===== src/rtl/pewpew_pkg.sv =====
// Shared types and constants for the pulser run controller.
// Timing widths and reset defaults match the pulser core.
package pewpew_pkg;

    localparam int N_BITS      = 20;
    localparam int N_SHOT_BITS = 16;

    localparam logic [N_BITS-1:0] DEF_REPEAT_PERIOD = 20'd800000;
    localparam logic [N_BITS-1:0] DEF_DELAY         = 20'd1200;
    localparam logic [N_BITS-1:0] DEF_EXPOSURE      = 20'd360;

    localparam int CFG_W = 3 * N_BITS;

    typedef enum logic [1:0] {
        IDLE = 2'd0,
        RUN  = 2'd1,
        STOP = 2'd2
    } seq_state_e;

endpackage


===== src/rtl/pulse_sequencer_if.sv =====
// Command-side and pulser-side bundle of the run controller.
// master drives commands and camera; slave is the sequencer.
interface pulse_sequencer_if;
    import pewpew_pkg::*;

    logic                   start;
    logic                   abort;
    logic [N_SHOT_BITS-1:0] shot_count;
    logic                   cfg_valid;
    logic [N_BITS-1:0]      cfg_repeat_period;
    logic [N_BITS-1:0]      cfg_delay;
    logic [N_BITS-1:0]      cfg_exposure;
    logic                   camera;

    logic                   pulser_reset;
    logic [N_BITS-1:0]      repeat_period;
    logic [N_BITS-1:0]      delay;
    logic [N_BITS-1:0]      exposure_time;
    logic [N_SHOT_BITS-1:0] shots_done;
    logic                   busy;
    logic                   done;
    logic                   aborted;

    modport master (
        output start, abort, shot_count,
        output cfg_valid, cfg_repeat_period,
        output cfg_delay, cfg_exposure, camera,
        input  pulser_reset, repeat_period,
        input  delay, exposure_time,
        input  shots_done, busy, done, aborted
    );

    modport slave (
        input  start, abort, shot_count,
        input  cfg_valid, cfg_repeat_period,
        input  cfg_delay, cfg_exposure, camera,
        output pulser_reset, repeat_period,
        output delay, exposure_time,
        output shots_done, busy, done, aborted
    );

endinterface


===== src/rtl/pulse_sequencer_cfg_shadow.sv =====
// Staged/applied register pair for the timing values.
// A write coinciding with a boundary skips the staging stage.
module cfg_shadow #(
    parameter int         W   = 8,
    parameter logic [W-1:0] DEF = '0
) (
    input  logic         clk,
    input  logic         reset,
    input  logic         wr_i,
    input  logic [W-1:0] din_i,
    input  logic         copy_i,
    input  logic         bound_i,
    output logic [W-1:0] q_o
);

    logic [W-1:0] stage_q;
    logic [W-1:0] apply_q;
    logic [W-1:0] apply_d;

    always_comb begin
        apply_d = apply_q;
        if (bound_i) begin
            apply_d = wr_i ? din_i : stage_q;
        end else if (copy_i) begin
            apply_d = stage_q;
        end
    end

    always_ff @(posedge clk) begin
        if (reset) begin
            stage_q <= DEF;
            apply_q <= DEF;
        end else begin
            if (wr_i) stage_q <= din_i;
            apply_q <= apply_d;
        end
    end

    assign q_o = apply_q;

endmodule


===== src/rtl/pulse_sequencer.sv =====
// Burst run controller: counts camera falls, gates pulser reset,
// and applies staged timing only while stopped or at a boundary.
module pulse_sequencer
    import pewpew_pkg::*;
(
    input  logic              clk,
    input  logic              reset,
    pulse_sequencer_if.slave  bus
);

    localparam logic [N_SHOT_BITS-1:0] SHOT_ONE =
        {{(N_SHOT_BITS-1){1'b0}}, 1'b1};

    seq_state_e             state_q;
    logic                   camera_q;
    logic [N_SHOT_BITS-1:0] target_q;
    logic [N_SHOT_BITS-1:0] shots_q;
    logic                   prst_q;
    logic                   busy_q;
    logic                   done_q;
    logic                   aborted_q;

    logic                   bound;
    logic [N_SHOT_BITS-1:0] shots_p1;
    logic [N_SHOT_BITS-1:0] shots_d;
    logic                   last_shot;
    logic                   in_run;

    assign bound    = camera_q & ~bus.camera;
    assign shots_p1 = shots_q + SHOT_ONE;
    assign in_run   = (state_q == RUN);

    // Continuous bursts hold at all-ones instead of wrapping.
    assign shots_d = ((target_q == '0) && (&shots_q))
                   ? shots_q : shots_p1;
    assign last_shot = (target_q != '0) && (shots_p1 == target_q);

    always_ff @(posedge clk) begin
        if (reset) begin
            state_q   <= IDLE;
            camera_q  <= 1'b0;
            target_q  <= '0;
            shots_q   <= '0;
            prst_q    <= 1'b1;
            busy_q    <= 1'b0;
            done_q    <= 1'b0;
            aborted_q <= 1'b0;
        end else begin
            camera_q <= bus.camera;
            case (state_q)
                IDLE: begin
                    prst_q <= 1'b1;
                    busy_q <= 1'b0;
                    done_q <= 1'b0;
                    if (bus.start && !bus.abort) begin
                        state_q   <= RUN;
                        target_q  <= bus.shot_count;
                        shots_q   <= '0;
                        aborted_q <= 1'b0;
                        prst_q    <= 1'b0;
                        busy_q    <= 1'b1;
                    end
                end
                RUN: begin
                    if (bound) shots_q <= shots_d;
                    if ((bound && last_shot) || bus.abort) begin
                        state_q <= STOP;
                        prst_q  <= 1'b1;
                        busy_q  <= 1'b0;
                        done_q  <= 1'b1;
                        // Count completion outranks a same-cycle abort.
                        if (!(bound && last_shot)) aborted_q <= 1'b1;
                    end
                end
                STOP: begin
                    state_q <= IDLE;
                    prst_q  <= 1'b1;
                    busy_q  <= 1'b0;
                    done_q  <= 1'b0;
                end
                default: begin
                    state_q <= IDLE;
                    prst_q  <= 1'b1;
                    busy_q  <= 1'b0;
                    done_q  <= 1'b0;
                end
            endcase
        end
    end

    logic [CFG_W-1:0] cfg_in;
    logic [CFG_W-1:0] cfg_out;

    assign cfg_in = {bus.cfg_repeat_period,
                     bus.cfg_delay,
                     bus.cfg_exposure};

    cfg_shadow #(
        .W   (CFG_W),
        .DEF ({DEF_REPEAT_PERIOD, DEF_DELAY, DEF_EXPOSURE})
    ) u_shadow (
        .clk     (clk),
        .reset   (reset),
        .wr_i    (bus.cfg_valid),
        .din_i   (cfg_in),
        .copy_i  (!in_run),
        .bound_i (in_run && bound),
        .q_o     (cfg_out)
    );

    assign bus.repeat_period = cfg_out[3*N_BITS-1:2*N_BITS];
    assign bus.delay         = cfg_out[2*N_BITS-1:N_BITS];
    assign bus.exposure_time = cfg_out[N_BITS-1:0];

    assign bus.pulser_reset = prst_q;
    assign bus.shots_done   = shots_q;
    assign bus.busy         = busy_q;
    assign bus.done         = done_q;
    assign bus.aborted      = aborted_q;

endmodule


===== src/flat_wrapper.sv =====
// flat-port wrapper written by rule: the top's interface ports become plain ports
module pulse_sequencer_flat import pewpew_pkg::*;
  (clk, reset, bus_start, bus_abort, bus_shot_count, bus_cfg_valid, bus_cfg_repeat_period, bus_cfg_delay, bus_cfg_exposure, bus_camera, bus_pulser_reset, bus_repeat_period, bus_delay, bus_exposure_time, bus_shots_done, bus_busy, bus_done, bus_aborted);
  pulse_sequencer_if bus_i ();
  input  logic clk;
  input  logic reset;
  input wire logic [$bits(bus_i.start)-1:0] bus_start;
  input wire logic [$bits(bus_i.abort)-1:0] bus_abort;
  input wire logic [$bits(bus_i.shot_count)-1:0] bus_shot_count;
  input wire logic [$bits(bus_i.cfg_valid)-1:0] bus_cfg_valid;
  input wire logic [$bits(bus_i.cfg_repeat_period)-1:0] bus_cfg_repeat_period;
  input wire logic [$bits(bus_i.cfg_delay)-1:0] bus_cfg_delay;
  input wire logic [$bits(bus_i.cfg_exposure)-1:0] bus_cfg_exposure;
  input wire logic [$bits(bus_i.camera)-1:0] bus_camera;
  output wire logic [$bits(bus_i.pulser_reset)-1:0] bus_pulser_reset;
  output wire logic [$bits(bus_i.repeat_period)-1:0] bus_repeat_period;
  output wire logic [$bits(bus_i.delay)-1:0] bus_delay;
  output wire logic [$bits(bus_i.exposure_time)-1:0] bus_exposure_time;
  output wire logic [$bits(bus_i.shots_done)-1:0] bus_shots_done;
  output wire logic [$bits(bus_i.busy)-1:0] bus_busy;
  output wire logic [$bits(bus_i.done)-1:0] bus_done;
  output wire logic [$bits(bus_i.aborted)-1:0] bus_aborted;
  assign bus_i.start = bus_start;
  assign bus_i.abort = bus_abort;
  assign bus_i.shot_count = bus_shot_count;
  assign bus_i.cfg_valid = bus_cfg_valid;
  assign bus_i.cfg_repeat_period = bus_cfg_repeat_period;
  assign bus_i.cfg_delay = bus_cfg_delay;
  assign bus_i.cfg_exposure = bus_cfg_exposure;
  assign bus_i.camera = bus_camera;
  assign bus_pulser_reset = bus_i.pulser_reset;
  assign bus_repeat_period = bus_i.repeat_period;
  assign bus_delay = bus_i.delay;
  assign bus_exposure_time = bus_i.exposure_time;
  assign bus_shots_done = bus_i.shots_done;
  assign bus_busy = bus_i.busy;
  assign bus_done = bus_i.done;
  assign bus_aborted = bus_i.aborted;
  pulse_sequencer u_core (.clk(clk), .reset(reset), .bus(bus_i));
endmodule

===== config.mk =====
export PLATFORM = sky130hd
export DESIGN_NAME = pulse_sequencer_flat
export DESIGN_NICKNAME = d
export VERILOG_FILES = /design/src/rtl/pewpew_pkg.sv /design/src/rtl/pulse_sequencer_if.sv /design/src/rtl/pulse_sequencer_cfg_shadow.sv /design/src/rtl/pulse_sequencer.sv /design/src/flat_wrapper.sv
export SDC_FILE = /design/constraint.sdc
export NUM_CORES = 1
export LEC_CHECK = 0
export ABC_AREA = 1
export BUFFER_PORTS_ARGS = -buffer_cell sky130_fd_sc_hd__clkbuf_2
export CORE_ASPECT_RATIO = 1.75
export CORE_MARGIN = 5
export CORE_UTILIZATION = 58
export CTS_BUF_LIST = sky130_fd_sc_hd__clkbuf_16
export CTS_CLUSTER_DIAMETER = 150
export DETAILED_ROUTE_END_ITERATION = 7
export PLACE_DENSITY = 0.84
export REMOVE_ABC_BUFFERS = 1
export SETUP_SLACK_MARGIN = 0.5
export SYNTH_ARGS = -nofsm -noshare
export SYNTH_HDL_FRONTEND = slang
export SYNTH_SLANG_ARGS = --single-unit

===== constraint.sdc =====
create_clock -name clk -period 3.6 [get_ports clk]
set_clock_uncertainty 0.15 [all_clocks]
set_input_delay 0.36 -clock clk [delete_from_list [all_inputs] [get_ports clk]]
set_output_delay 0.36 -clock clk [all_outputs]
set_load 0.1 [all_outputs]

==> Word-level counts from Yosys, hierarchy flattened <==
Index checks and enable logic that the tools add are counted.
{ "op_classes": {"n_addsub": 1, "eq_ne": 8, "reduce_logical": 17, "bitwise_logic": 3, "mux": 20} }
{ "op_table": {"columns": ["operator", "n"], "rows": [
  ["60-bit two-way mux", 3],
  ["16-bit two-way mux", 3],
  ["16-bit one-hot mux with 2 select lines", 1],
  ["16-bit by 1-bit adder with 16-bit output (second input constant)", 1],
  ["16-bit == test", 1],
  ["16-bit logical NOT", 1],
  ["16-bit AND reduction", 1],
  ["16-bit nonzero test", 1],
  ["2-bit inequality test (second input constant)", 4],
  ["4-bit AND reduction", 2],
  ["1-bit two-way mux", 7],
  ["1-bit one-hot mux with 2 select lines", 3],
  ["1-bit logical AND", 5],
  ["2-bit two-way mux", 2],
  ["2-bit by 1-bit inequality test with 1-bit output (second input constant)", 2],
  ["2-bit one-hot mux with 2 select lines", 1],
  ["2-bit AND reduction", 2],
  ["2-bit by 1-bit == test with 1-bit output (second input constant)", 1],
  ["2-bit logical NOT", 1],
  ["1-bit inverter", 2],
  ["2-bit nonzero test", 1],
  ["2-bit OR reduction", 1],
  ["1-bit bitwise AND", 1],
  ["1-bit logical NOT", 1],
  ["1-bit logical OR", 1]
]} }
{ "totals": {"elab_cells": 59, "out_inout_bits": 80, "inputBits": 82, "ff_bits": 159} }

==> Depth between registers and ports, before layout <==
{ "depth": {"depth_word": 7, "depth_mapped": 15, "mapped_depth_nobuf": 15} }

==> Hierarchy <==
A second synthesis with hierarchy kept.
{ "hier_totals": {"cells_unflattened": 1113, "area_unflattened_um2": 7345.8} }
{ "modules_own_cells": {"columns": ["mod", "cells_each", "seq_area_each_um2", "instances", "area_each_um2"], "rows": [
  ["cfg_shadow", 780, 2402.3, 1, 5171.2],
  ["pulse_sequencer", 333, 780.7, 1, 2174.6]
]} }

==> Worst setup path after synthesis <==
No wires, ideal clock.
{ "synth_timing": {"path_kind": "reg-to-reg", "startpoint": "reg u_core.shots_q[1] (netlist: u_core.bus.shots_done[1])", "endpoint": "reg u_core.prst_q (netlist: u_core.bus.pulser_reset)", "path_stages_with_launch": 15, "path_slack_ns": 0.854, "arrival_ns": 2.466, "path_buffers": 0, "required_ns": 3.320, "path_cell_list": "dfxtp_1 -> ha_1 -> nand2_1 -> nor2_2 -> nand3_1 -> inv_1 -> nand2_1 -> nand3_1 -> nand2_1 -> nand2_1 -> nor2_2 -> nand3_2 -> nand3_2 -> nand2_1 -> nand3_1"} }
{ "synth_via": {"elab_chain_len": 6} }
{ "synth_rtl": {"columns": ["element", "line", "text"], "rows": [
  ["from (decl)", "pulse_sequencer.sv:17", "logic [N_SHOT_BITS-1:0] shots_q;"],
  ["from (signal assigned)", "pulse_sequencer.sv:65", "if (bound) shots_q <= shots_d;"],
  ["16-bit by 1-bit adder with 16-bit output", "pulse_sequencer.sv:30", "assign shots_p1 = shots_q + SHOT_ONE;"],
  ["16-bit == test", "pulse_sequencer.sv:36", "assign last_shot = (target_q != '0) && (shots_p1 == target_q);"],
  ["1-bit logical AND", "pulse_sequencer.sv:36", null],
  ["1-bit logical AND", "pulse_sequencer.sv:66", "if ((bound && last_shot) || bus.abort) begin"],
  ["1-bit logical OR", "pulse_sequencer.sv:66", null],
  ["2-bit inequality test (no source line)", null, null],
  ["to (signal assigned)", "pulse_sequencer.sv:44", "prst_q <= 1'b1;"],
  ["to (signal assigned)", "pulse_sequencer.sv:68", "prst_q <= 1'b1;"],
  ["to (signal assigned)", "pulse_sequencer.sv:77", "prst_q <= 1'b1;"],
  ["to (decl)", "pulse_sequencer.sv:18", "logic prst_q;"]
]} }
Every way passes these cells.
A chain may end at the register's enable or synchronous reset.

==> Worst setup path after layout <==
{ "layout_timing": {"startpoint": "reg u_core.shots_q[0] (netlist: u_core.bus.shots_done[0])", "endpoint": "reg u_core.shots_q[5] (netlist: u_core.bus.shots_done[5])"} }
{ "layout_via": {"elab_chain_len": 4, "word_cells_on_any_way": 8} }
{ "layout_rtl": {"columns": ["element", "line"], "rows": [
  ["16-bit by 1-bit adder with 16-bit output or 16-bit AND reduction (tied branches)", "pulse_sequencer.sv:30, pulse_sequencer.sv:34"],
  ["16-bit two-way mux or 1-bit logical AND (tied branches)", "pulse_sequencer.sv:35, pulse_sequencer.sv:34"],
  ["16-bit two-way mux or 2-bit inequality test (tied branches)", null],
  ["16-bit one-hot mux with 2 select lines or 4-bit AND reduction (tied branches)", null]
]} }
Parallel ways exist; a longest one is shown, timed or not. The select of a mux whose other input is x is not followed.

==> results.sh <==
export IMPL_hp_class="in2reg"
export IMPL_ys_seq_elements=159
export IMPL_areaGrowthSynthToFinish_pct=21.2
export IMPL_cts_setup_buffers=0
export IMPL_ctsRootBufferMaster="clkbuf_16"
export IMPL_pwr_density_cell_nw_per_um2=559
export IMPL_drive_gt1_share_pct=21.9
export IMPL_diodes=0
export IMPL_clockBufferDepth=2
export IMPL_synth_compound_area_share_pct=17.2
export IMPL_fillCellCount=942
export IMPL_placedCellCount=1103
export IMPL_wl_per_cell_microns=16.5
export IMPL_hold_start="bus_camera"
export IMPL_reg2reg_depth=10
export IMPL_hold_depth=3
export IMPL_drt_wl_total_microns=18700
export IMPL_status="finished, final reports clean"
export IMPL_vias=6373
export IMPL_synth_avg_cell_area_sq_um=7.98
export IMPL_cts_buffers=17
export IMPL_slew_viol_final=0
export IMPL_synth_adder_area_share_pct=0.186
export IMPL_cts_clk_slew_worst_paths_ns=0.06
export IMPL_htreeDepth=4
export IMPL_synthXorXnorAreaFrac_pct=0.130
export IMPL_worstPathCellList="ha_1 > nand2_1 > nor2_2 > nand3_1 > inv_1 > nand2_1 > o21ai_2 > nand2_4 > o21ai_0 > o21a_1"
export IMPL_final_cell_count_no_fill=1134
export IMPL_fin_tns_setup_ns=0
export IMPL_core_area_sq_um=11500
export IMPL_holdPathEnd="u_core.camera_q$_SDFF_PP0_"
export IMPL_drcViolationCount=0
export IMPL_worstPathMaxFanout=16
export IMPL_grt_util_all_layers_pct=26.0
export IMPL_r2r_start="u_core.bus.shots_done[0]$_SDFFE_PP0P_"
export IMPL_start_util_pct=58.5
export IMPL_crit_slowest_cell="dfxtp_1"
export IMPL_synth_warnings=0
export IMPL_period_share_pct=71.5
export IMPL_crit_path_frequent_cell="nand2_1"
export IMPL_grt_pass1_wl_microns=29400
export IMPL_dpl_worst_slack_ns=0.939
export IMPL_hold_violations=0
export IMPL_ir_drop_mv=0.444
export IMPL_drt_first_pass_iters=8
export IMPL_r2r_end="u_core.bus.shots_done[5]$_SDFFE_PP0P_"
export IMPL_numPortBuffers=161
export IMPL_final_cell_mix="165 x nand2_1, 160 x clkbuf_2, 159 x dfxtp_1"
export IMPL_cts_tree="done"
export IMPL_leakagePower_uw=0.00394
export IMPL_rsz0062_at_grt="no"
export IMPL_synthSimpleGateAreaFrac_pct=19.8
export IMPL_end_kind="register"
export IMPL_relSlewSlack_pct=41.3
export IMPL_fin_hold_ws_ns=0.0153
export IMPL_required_ns=3.81
export IMPL_final_common_cell="nand2_1"
export IMPL_die_width_microns=91.5
export IMPL_maxCapViolCount=0
export IMPL_clock_sinks=159
export IMPL_synth_top_family_by_area="simple AND/OR/NAND/NOR gates"
export IMPL_cts_hold_buf=0
export IMPL_die_area_sq_um=14000
export IMPL_io_pins=162
export IMPL_clkLatencyLatePin_ns=0.41
export IMPL_viasPerCell=5.62
export IMPL_critical_path_class="reg2reg"
export IMPL_postCtsResizedCells=0
export IMPL_critPathArrivalTime_ns=2.78
export IMPL_antenna_found_initial=0
export IMPL_dp_hpwl_microns=12900
export IMPL_worst_slew_pin_slew_ns=0.880
export IMPL_grt_max_degree=59
export IMPL_yosysUniqueCellTypes=35
export IMPL_drt_initial_drc_count=358
export IMPL_overflow=0
export IMPL_worstSetupStartpointType="register"
export IMPL_period_minus_slack_ns=2.57
export IMPL_synth_cells=845
export IMPL_rows=52
export IMPL_yosysSeqAreaShare_pct=47.2
export IMPL_fin_nets=1070
export IMPL_mappedNetlistArea_sq_um=6740
export IMPL_synthMuxAreaShare_pct=8.02
export IMPL_gp_congestion=0.994
export IMPL_grt_pass1_vias=6219
export IMPL_r2r_slack_ns=1.03
export IMPL_die_h_microns=153
export IMPL_finalSetupViolCount=0
export IMPL_ant_nets=0
export IMPL_fin_ws_ns=1.03
export IMPL_timing_fmax_mhz=389
export IMPL_crit_path_max_incr_delay_ns=0.51
==> metrics by stage <==
step / instance area (sq um) / total power [uW] / util, %
6_report: 8170 / 4570 / 70.9
5_1_grt: 8170 / 4740 / 70.9
4_1_cts: 8170 / 4590 / 70.9
3_5_place_dp: 7590 / 2820 / 65.9
3_3_place_gp: 7590 / 2810 / 65.9
2_1_floorplan: 6530 / 2600 / -
==> worst max-delay path: cells and delay by family (launching register included) <==
family / cells / cell delay (ns)
simple gates: 5 / 0.88
compound gates: 3 / 0.62
flops: 1 / 0.51
fa+ha+maj: 1 / 0.27
buf+inv: 1 / 0.10
==> worst max path at each step <==
stage / slack (ns) / to / startpoint / cells past startpoint
final: 1.03 / u_core.bus.shots_done[5]$_SDFFE_PP0P_ / u_core.bus.shots_done[0]$_SDFFE_PP0P_ / 10
after global routing: 0.80 / u_core.bus.shots_done[5]$_SDFFE_PP0P_ / u_core.bus.shots_done[0]$_SDFFE_PP0P_ / 10
after CTS: 1.07 / u_core.bus.shots_done[5]$_SDFFE_PP0P_ / u_core.bus.shots_done[0]$_SDFFE_PP0P_ / 10
after detailed placement: 0.94 / u_core.target_q[1]$_SDFFE_PP0P_ / bus_abort / 7
after global placement: 0.93 / u_core.target_q[1]$_SDFFE_PP0P_ / bus_abort / 7
after floorplan: 0.57 / u_core.u_shadow.q_o[11]$_SDFFE_PP0P_ / u_core.state_q[0]$_SDFFE_PP0P_ / 9
==> report_power, final <==
part	total [uW]	internal, uW	leakage (uW)	switching, uW
clock	1780	1030	0.000281	753
sequential	1940	1870	0.00131	73.5
combinational	845	195	0.00235	650
==> state kept, by name, summed over array words and instances, names as in the netlist <==
register and count:
u_core.bus.done 1, u_core.bus.pulser_reset 1, u_core.state_q 2, u_core.camera_q 1, u_core.u_shadow.stage_q 60, u_core.target_q 16
u_core.u_shadow.q_o 60, u_core.bus.shots_done 16, u_core.bus.aborted 1, u_core.bus.busy 1
==> routing by layer <==
layer  up-vias  share of wire [%]  global-route usage, %
li1       3122                  -                      -
met5         -                  0                      0
met1      2945                 36                   26.7
met2       251                 53                   47.2
met4         0                4.8                   15.2
met3        55                6.1                   5.93
==> synth_stat cells <==
master / number / area share [%]
inv_2: 1 / 0.056
xor2_1: 1 / 0.13
nor3_1: 2 / 0.15
nand3_1: 45 / 3.3
mux2i_1: 54 / 8.0
o21a_1: 1 / 0.11
buf_2: 12 / 0.89
clkbuf_1: 35 / 1.9
o21bai_1: 19 / 2.1
nor2_2: 6 / 0.56
nor2_1: 83 / 4.6
a21oi_1: 36 / 2.7
buf_6: 1 / 0.17
o211ai_1: 6 / 0.67
ha_1: 1 / 0.19
a221oi_1: 10 / 1.3
inv_1: 75 / 4.2
o21ai_2: 1 / 0.13
a31oi_1: 5 / 0.46
nand2_1: 165 / 9.2
a2bb2oi_1: 6 / 0.78
clkinv_1: 2 / 0.11
nand4_1: 7 / 0.65
nor2_4: 2 / 0.33
a22oi_1: 13 / 1.4
o21ai_0: 68 / 5.0
dfxtp_1: 159 / 47
nand3_2: 2 / 0.30
nand2_4: 1 / 0.17
o221ai_1: 16 / 2.1
nand2_2: 2 / 0.19
a211oi_1: 1 / 0.11
o21ai_1: 3 / 0.22
nand3b_1: 3 / 0.33
buf_4: 1 / 0.11
==> kinds of logic after synthesis <==
group | after synthesis
AO/OA/AOI/OAI | 185
adder cells (fa/ha/maj) | 1
XOR/XNOR | 1
flip-flops | 159
multiplexers | 54
AND/OR/NAND/NOR | 318
buffers and inverters | 127
==> final cells by class <==
type                    count  area, sq um  share of cell area (%)
well taps                 135          169                    2.07
repair buffers            172          891                    10.9
multi-input cells         559         3050                    37.4
clock buffers              17          425                    5.21
flip-flops and latches    159         3180                    39.0
clock inverters            14          155                    1.90
inverters                  78          293                    3.58
Note: power is estimated with default switching activity, not from simulation.
